[config.mk]
export PLATFORM = sky130hd
export DESIGN_NAME = neuron_mac_vec
export DESIGN_NICKNAME = d
export VERILOG_FILES = /design/src/rtl/neuron_mac_vec.sv
export SDC_FILE = /design/constraint.sdc
export NUM_CORES = 1
export LEC_CHECK = 0
export CAP_MARGIN = 15
export CORE_MARGIN = 5
export CORE_UTILIZATION = 40
export CTS_CLUSTER_DIAMETER = 80
export CTS_CLUSTER_SIZE = 25
export DETAILED_ROUTE_END_ITERATION = 12
export PLACE_DENSITY_LB_ADDON = 0.25
export SKIP_LAST_GASP = 1
export SLEW_MARGIN = 20
export SYNTH_ARGS = -nofsm -noshare
export SYNTH_HDL_FRONTEND = slang
export SYNTH_SLANG_ARGS = --single-unit
[constraint.sdc]
create_clock -name clk -period 7.3 [get_ports clk]
set_clock_uncertainty 0.1 [all_clocks]
set_input_delay 2.19 -clock clk [delete_from_list [all_inputs] [get_ports clk]]
set_output_delay 2.19 -clock clk [all_outputs]
set_load 0.01 [all_outputs]
[src/rtl/neuron_mac_vec.sv]
// Vector INT MAC neuron: bias + sum of VEC_LEN weight*input products, then shift and saturate.
// Latency: last pair accepted at cycle t gives out_valid at t+2. in_ready is low outside ACCUM, and the result is held until out_ready.
// Optional build macro NEURON_RELU_EN clamps negative shifted sums to zero before saturation.
module neuron_mac_vec #(
   parameter int DATA_W  = 8,
   parameter int VEC_LEN = 16,
   parameter int ACC_W   = 24,
   parameter int SHIFT   = 0,
   parameter int OUT_W   = 8
) (
   input  logic                     clk,
   input  logic                     rst,
   input  logic                     start,
   input  logic signed [ACC_W-1:0]  bias,
   input  logic                     in_valid,
   output logic                     in_ready,
   input  logic signed [DATA_W-1:0] weight,
   input  logic signed [DATA_W-1:0] input_val,
   output logic                     out_valid,
   input  logic                     out_ready,
   output logic signed [OUT_W-1:0]  out_data,
   output logic                     busy
);

   localparam int CNT_W = (VEC_LEN > 1) ? $clog2(VEC_LEN) : 1;
   localparam int PROD_W = 2 * DATA_W;
   localparam logic signed [ACC_W-1:0] SAT_MAX = ACC_W'((2 ** (OUT_W - 1)) - 1);
   localparam logic signed [ACC_W-1:0] SAT_MIN = ACC_W'(-(2 ** (OUT_W - 1)));
   localparam logic [CNT_W-1:0] LAST_CNT = CNT_W'(VEC_LEN - 1);

   if (ACC_W < 2 * DATA_W + $clog2(VEC_LEN) + 1) begin : g_acc_w_check
      $error("neuron_mac_vec: ACC_W too narrow for DATA_W/VEC_LEN");
   end
   if (SHIFT < 0 || SHIFT > ACC_W - 1) begin : g_shift_check
      $error("neuron_mac_vec: SHIFT out of range");
   end
   if (VEC_LEN < 1) begin : g_len_check
      $error("neuron_mac_vec: VEC_LEN must be >= 1");
   end

   typedef enum logic [1:0] {
      ST_IDLE,
      ST_ACCUM,
      ST_DRAIN,
      ST_OUTPUT
   } state_t;

   state_t                    state;
   logic signed [ACC_W-1:0]   acc;
   logic signed [PROD_W-1:0]  prod;
   logic                      prod_vld;
   logic [CNT_W-1:0]          count;

   logic                      accept;
   logic signed [ACC_W-1:0]   acc_sum;
   logic signed [ACC_W-1:0]   acc_shift;
   logic signed [ACC_W-1:0]   act;
   logic signed [OUT_W-1:0]   sat_val;

   // in_ready is only ever high in ACCUM, so it alone qualifies a beat
   assign accept = in_valid && in_ready;

   always_comb begin
      acc_sum = acc;
      if (prod_vld) begin
         acc_sum = acc + ACC_W'(prod);
      end
      acc_shift = acc_sum >>> SHIFT;
`ifdef NEURON_RELU_EN
      act = (acc_shift < 0) ? '0 : acc_shift;
`else
      act = acc_shift;
`endif
      if (act > SAT_MAX) begin
         sat_val = SAT_MAX[OUT_W-1:0];
      end else if (act < SAT_MIN) begin
         sat_val = SAT_MIN[OUT_W-1:0];
      end else begin
         sat_val = act[OUT_W-1:0];
      end
   end

   always_ff @(posedge clk) begin
      if (rst) begin
         state     <= ST_IDLE;
         in_ready  <= 1'b0;
         out_valid <= 1'b0;
         out_data  <= '0;
         busy      <= 1'b0;
         acc       <= '0;
         count     <= '0;
         prod      <= '0;
         prod_vld  <= 1'b0;
      end else begin
         case (state)
            ST_IDLE: begin
               if (start) begin
                  acc      <= bias;
                  count    <= '0;
                  prod_vld <= 1'b0;
                  in_ready <= 1'b1;
                  busy     <= 1'b1;
                  state    <= ST_ACCUM;
               end
            end
            ST_ACCUM: begin
               // product of beat n is folded into acc while beat n+1 is multiplied
               acc      <= acc_sum;
               prod_vld <= accept;
               if (accept) begin
                  prod  <= PROD_W'(weight) * PROD_W'(input_val);
                  count <= count + CNT_W'(1);
                  if (count == LAST_CNT) begin
                     in_ready <= 1'b0;
                     state    <= ST_DRAIN;
                  end
               end
            end
            ST_DRAIN: begin
               acc       <= acc_sum;
               prod_vld  <= 1'b0;
               out_data  <= sat_val;
               out_valid <= 1'b1;
               state     <= ST_OUTPUT;
            end
            ST_OUTPUT: begin
               if (out_ready) begin
                  out_valid <= 1'b0;
                  busy      <= 1'b0;
                  state     <= ST_IDLE;
               end
            end
            default: begin
               state <= ST_IDLE;
            end
         endcase
      end
   end

endmodule

# After elaboration in Yosys (flattened, before gate mapping)
# Index checks and enable logic that the tools add are counted.
# classes
eq_ne	8
n_mul	1
n_lt_le_gt_ge	2
reduce_logical	16
n_mux	22
addsub	2
# op_table
cell	n
24-bit two-way mux	2
24-bit one-hot mux with 2 select lines	1
24-bit by 16-bit adder with 24-bit output	1
24-bit by 8-bit > comparator with 1-bit output, second input constant	1
24-bit by 8-bit < comparator with 1-bit output, second input constant	1
8-bit by 8-bit multiplier with 16-bit output	1
8-bit two-way mux	2
2-bit two-way mux	4
4-bit two-way mux	2
2-bit != test, second input constant	4
2-bit one-hot mux with 4 select lines	1
4-bit one-hot mux with 2 select lines	1
2-bit AND reduction	4
4-bit AND reduction	2
2-bit nonzero test	4
1-bit one-hot mux with 2 select lines	3
3-bit AND reduction	2
1-bit two-way mux	5
4-bit by 1-bit adder with 4-bit output, second input constant	1
2-bit == test, second input constant	2
4-bit == test, second input constant	1
1-bit one-hot mux with 3 select lines	1
3-bit nonzero test	1
2-bit by 1-bit == test with 1-bit output, second input constant	1
3 further kinds	3
# totals
register_bits	58
in_bits	45
output_inout_bits	11

# Depth between registers and ports, before layout
# logic_depth
ltp_word	5
mapped_depth	20

# Worst setup path after synthesis
# Ideal clock, no wire load.
# synth_timing
path_kind	input to register
startpoint	input weight[3]
endpoint	register prod[14]
required_ns	7.138
cell_stages	19
path_buffers	0
path_slack_ns	0.792
t_arrival_ns	6.346
path_cell_list	and2_1 > fa_1 > inv_1 > fa_1 > inv_1 > fa_1 > inv_1 > fa_1 > inv_1 > ha_1 > o21ai_0 > a21boi_0 > o21ai_0 > a21boi_0 > o21ai_0 > a21boi_0 > o21ai_0 > or4_1 > nand3_1
# synth_between
elab_chain_len	1
# synth_rtl
element	line	source
start: declaration	17	input logic signed [DATA_W-1:0] weight,
8-bit by 8-bit multiplier with 16-bit output	111	prod <= PROD_W'(weight) * PROD_W'(input_val);
end signal: assignment	111	
end: declaration	50	logic signed [PROD_W-1:0] prod;
# No other way between the ends.
# A chain may end at the register's enable or synchronous reset.

# Worst setup path in the final report
# layout_timing
startpoint	input weight[1]
endpoint	register prod[15]
# The elaborated chain is that of the path after synthesis.

==> summary.md <==
| Metric | Value |
|---|---|
| Core Area | `between 0.015 and 0.02 mm2` |
| Setup Viol. Count Final | `0` |
| TritonCTS clock tree | `yes` |
| Max Slew Vio Count | `0` |
| Slew HR | `0.297` |
| Num Clock Sinks | `58` |
| CP Data Required Time | `about 7.4 ns` |
| Cell Chain, Critical Path | `clkdlybuf4s50_1, buf_4, nand2_1, fa_1, fa_1, inv_1, ha_1, inv_1, fa_1, inv_1, ha_1, a21o_1, a21oi_1, o21ai_0, a21oi_1, o21ai_0, a211o_1, a2111oi_0, nor3_1, nand3_1, o211ai_1` |
| Hold Crit Class | `register to register` |
| DRC Markers | `0` |
| Fmax | `about 150 MHz` |
| Max incr delay on CP | `0.59 ns` |
| Die area | `roughly 0.019 mm2` |
| Ant. Diodes | `0` |
| Kind of cell adding the most delay to the critical path | `adder cells` |
| Final period util | `0.944` |
| Syn avg cell area | `between 7 and 8 um2` |
| Clock Pin Slew Worst Setup and Hold Paths | `about 0.060 ns` |
| Maxcap violations | `0` |
| Worst R2R Start | `acc[6]` |
| Setup TNS | `0 ns` |
| CP Data Arrival Time | `roughly 7.0 ns` |
| Pin count of the biggest net entering global routing | `55` |
| Drt wl/cell | `about 15 um` |
| Tmin final | `6.89 ns` |
| Hold Buf Count CTS | `0` |
| Worst Path Buf+Inv | `5` |
| Vias per inst | `5.21` |
| Pwr dens | `between 300 and 400 mW/mm2` |
| Post-synth ARST share | `0` |
| Post-synth top area share | `0.179` |
| Synth Instances | `817` |
| Vias | `approximately 5700` |
| ANT nets after route | `0` |
| Clock Path Buffers | `2` |
| Remaining global-route overflow | `0` |
| Worst-margin pin slew | `1.05 ns` |
| Outcome | `complete, no violations` |
| HP Start | `prod[11]` |
| Seq/Total Area, Yosys | `0.179` |
| I/O Pins | `56` |
| CP Launch Point | `weight[1]` |
| Top FF cell, synth | `dfxtp_1` |
| Port Buf Inserts | `55` |
| Row count | `46` |
| Area contributors post-synth | `dfxtp_1 18%, fa_1 17%, ha_1 11%, inv_1 5.5%, nor2_1 5.3%` |
| Final Non-Filler Cells | `1100` |
| Startpoint types | `input port` |
| Final net count | `roughly 1000` |
| Synth warn | `0` |
| Die height | `approximately 140 um` |
| CP Max Fanout | `6` |
| Static Leakage | `3.40 nW` |
| Commonest non-fill, non-tap cells in the layout | `95 x inv_1, 92 x nor2_1, 77 x nand2_1` |
| Final hold vios | `0` |
| Placed wire-length estimate | `12.9 mm` |
| Clock latency on the worst-skew pair | `0.33 ns` |
| Initial antenna violation count | `0` |
| Commonest non-fill, non-tap cell in the layout | `inv_1` |
| Layout cells sized above 1 | `0.0543` |
| Mapped Area | `approximately 0.0065 mm2` |
| Final WL | `around 16 mm` |
| FF+latch count, synth | `58` |
| Gr usage total | `0.180` |
| Root Buffer | `clkbuf_16` |
| Global-route wire length before repair | `approximately 28 mm` |
| Slowest stage cell, crit path | `fa_1` |
| Placed cells | `1084` |
| Peak VDD IR | `between 150 and 200 uV` |
| RSZ-0062 raised after global routing | `no` |
| Setup crit end kind | `register` |
| Max H-tree Level | `3` |
| Initial core utilization | `0.409` |
| Critical path class | `input port to register` |
| Number of global-route vias before repair | `5783` |
| Number of enable flip-flop cells after synthesis | `0` |
| DRT Pass-1 Iters | `5` |
| CTS Buf Count | `9` |
| Syn_nets | `roughly 980` |
| Area Growth Syn to Fin | `18.8%` |
| Yosys cell types | `57` |
| Chip width | `between 100 and 150 um` |
| Placer congestion estimate | `0.881` |
| DR iter-0 viols | `between 200 and 300` |
| Cell taking the most area after synthesis | `dfxtp_1` |
metal layers:
metal  global-route usage  up-vias  routed length [um]
met4               0.0305        0                 150
met2                0.305       70                7680
li1                     -     2920                   -
met1                0.248     2736                8000
met3               0.0237       10                 328
met5                    0        -                   0
path summary, 6_finish.rpt:
check	end	slack (ns)	cells after the start
setup / recovery	prod[15]	0.41	21
hold / removal	prod[11]	0.36	2
setup reg to reg	out_data[1]	3.34	11
hold reg to reg	prod[11]	0.36	2
flip-flops by register name, summed over array words and instances, names as in the netlist:
name       count
busy           1
in_ready       1
prod          16
out_valid      1
count          4
out_data       8
acc           24
state          2
prod_vld       1
kinds of logic (layout without fill, tap and decap cells):
| group | count (synthesis) | in the layout | share of synthesized area |
|---|---|---|---|
| xor gates and xnor gates | 28 | 28 | 0.0378 |
| AOI/OAI and AO/OA | 191 | 191 | 0.196 |
| DFF | 58 | 58 | 0.179 |
| buffers and inverters | 127 | 194 | 0.0746 |
| and+or+nand+nor | 283 | 283 | 0.204 |
| muxes | 17 | 17 | 0.0264 |
| adders and majority gates | 113 | 113 | 0.283 |
Yosys cell counts (5+ instances only):
library cell / count
a21oi_1: 60
a21o_1: 14
ha_1: 57
nand3_1: 16
dfxtp_1: 58
nand2_1: 77
xnor2_1: 19
xor2_1: 9
nor2_1: 92
clkbuf_1: 27
o21a_1: 6
o2bb2ai_1: 7
nor3_1: 15
and2_1: 39
fa_1: 56
nor2b_1: 11
o211ai_1: 5
o21ai_0: 26
inv_1: 95
a211oi_1: 29
nand4_1: 8
nor4_1: 5
mux2i_1: 16
repair_timing:
item,CTS,global route
endpoints found under the setup margin,0,1
setup buffers,0,0
gates resized for setup,0,2
stage by stage:
stage	total power, mW	hold WS, ns	util	setup slack, ns	instance area [um2]
floorplan	1.70	0.336	-	0.792	6490
global placement	2.11	0.349	0.465	0.103	7380
detailed placement	2.12	0.352	0.465	0.000925	7380
CTS	2.60	0.358	0.485	0.319	7710
global route	2.85	0.383	0.485	0.0174	7710
finish	2.58	0.358	0.485	0.408	7710
worst reg2reg max path: cells and delay by family (launching register included):
kind            cells  cell delay [ns]
simple gates        6             1.77
compound gates      4             1.34
fa+ha+maj           1             0.35
flops               1             0.33
power breakdown:
| group | internal (mW) | total (mW) | switching [mW] |
|---|---|---|---|
| logic | 0.678 | 1.59 | 0.913 |
| clock network | 0.301 | 0.467 | 0.165 |
| registers | 0.426 | 0.520 | 0.0946 |
final cells by class:
| class | count | area (um2) |
|---|---|---|
| clock buffers | 9 | 225 |
| clock inverters | 7 | 103 |
| fillers | 1634 | 8180 |
| inverters | 97 | 364 |
| multi-input cells | 632 | 4850 |
| flip-flops and latches | 58 | 1160 |
| well taps | 216 | 270 |
| repair buffers | 81 | 741 |
Note: power is estimated with default switching activity, not from simulation.
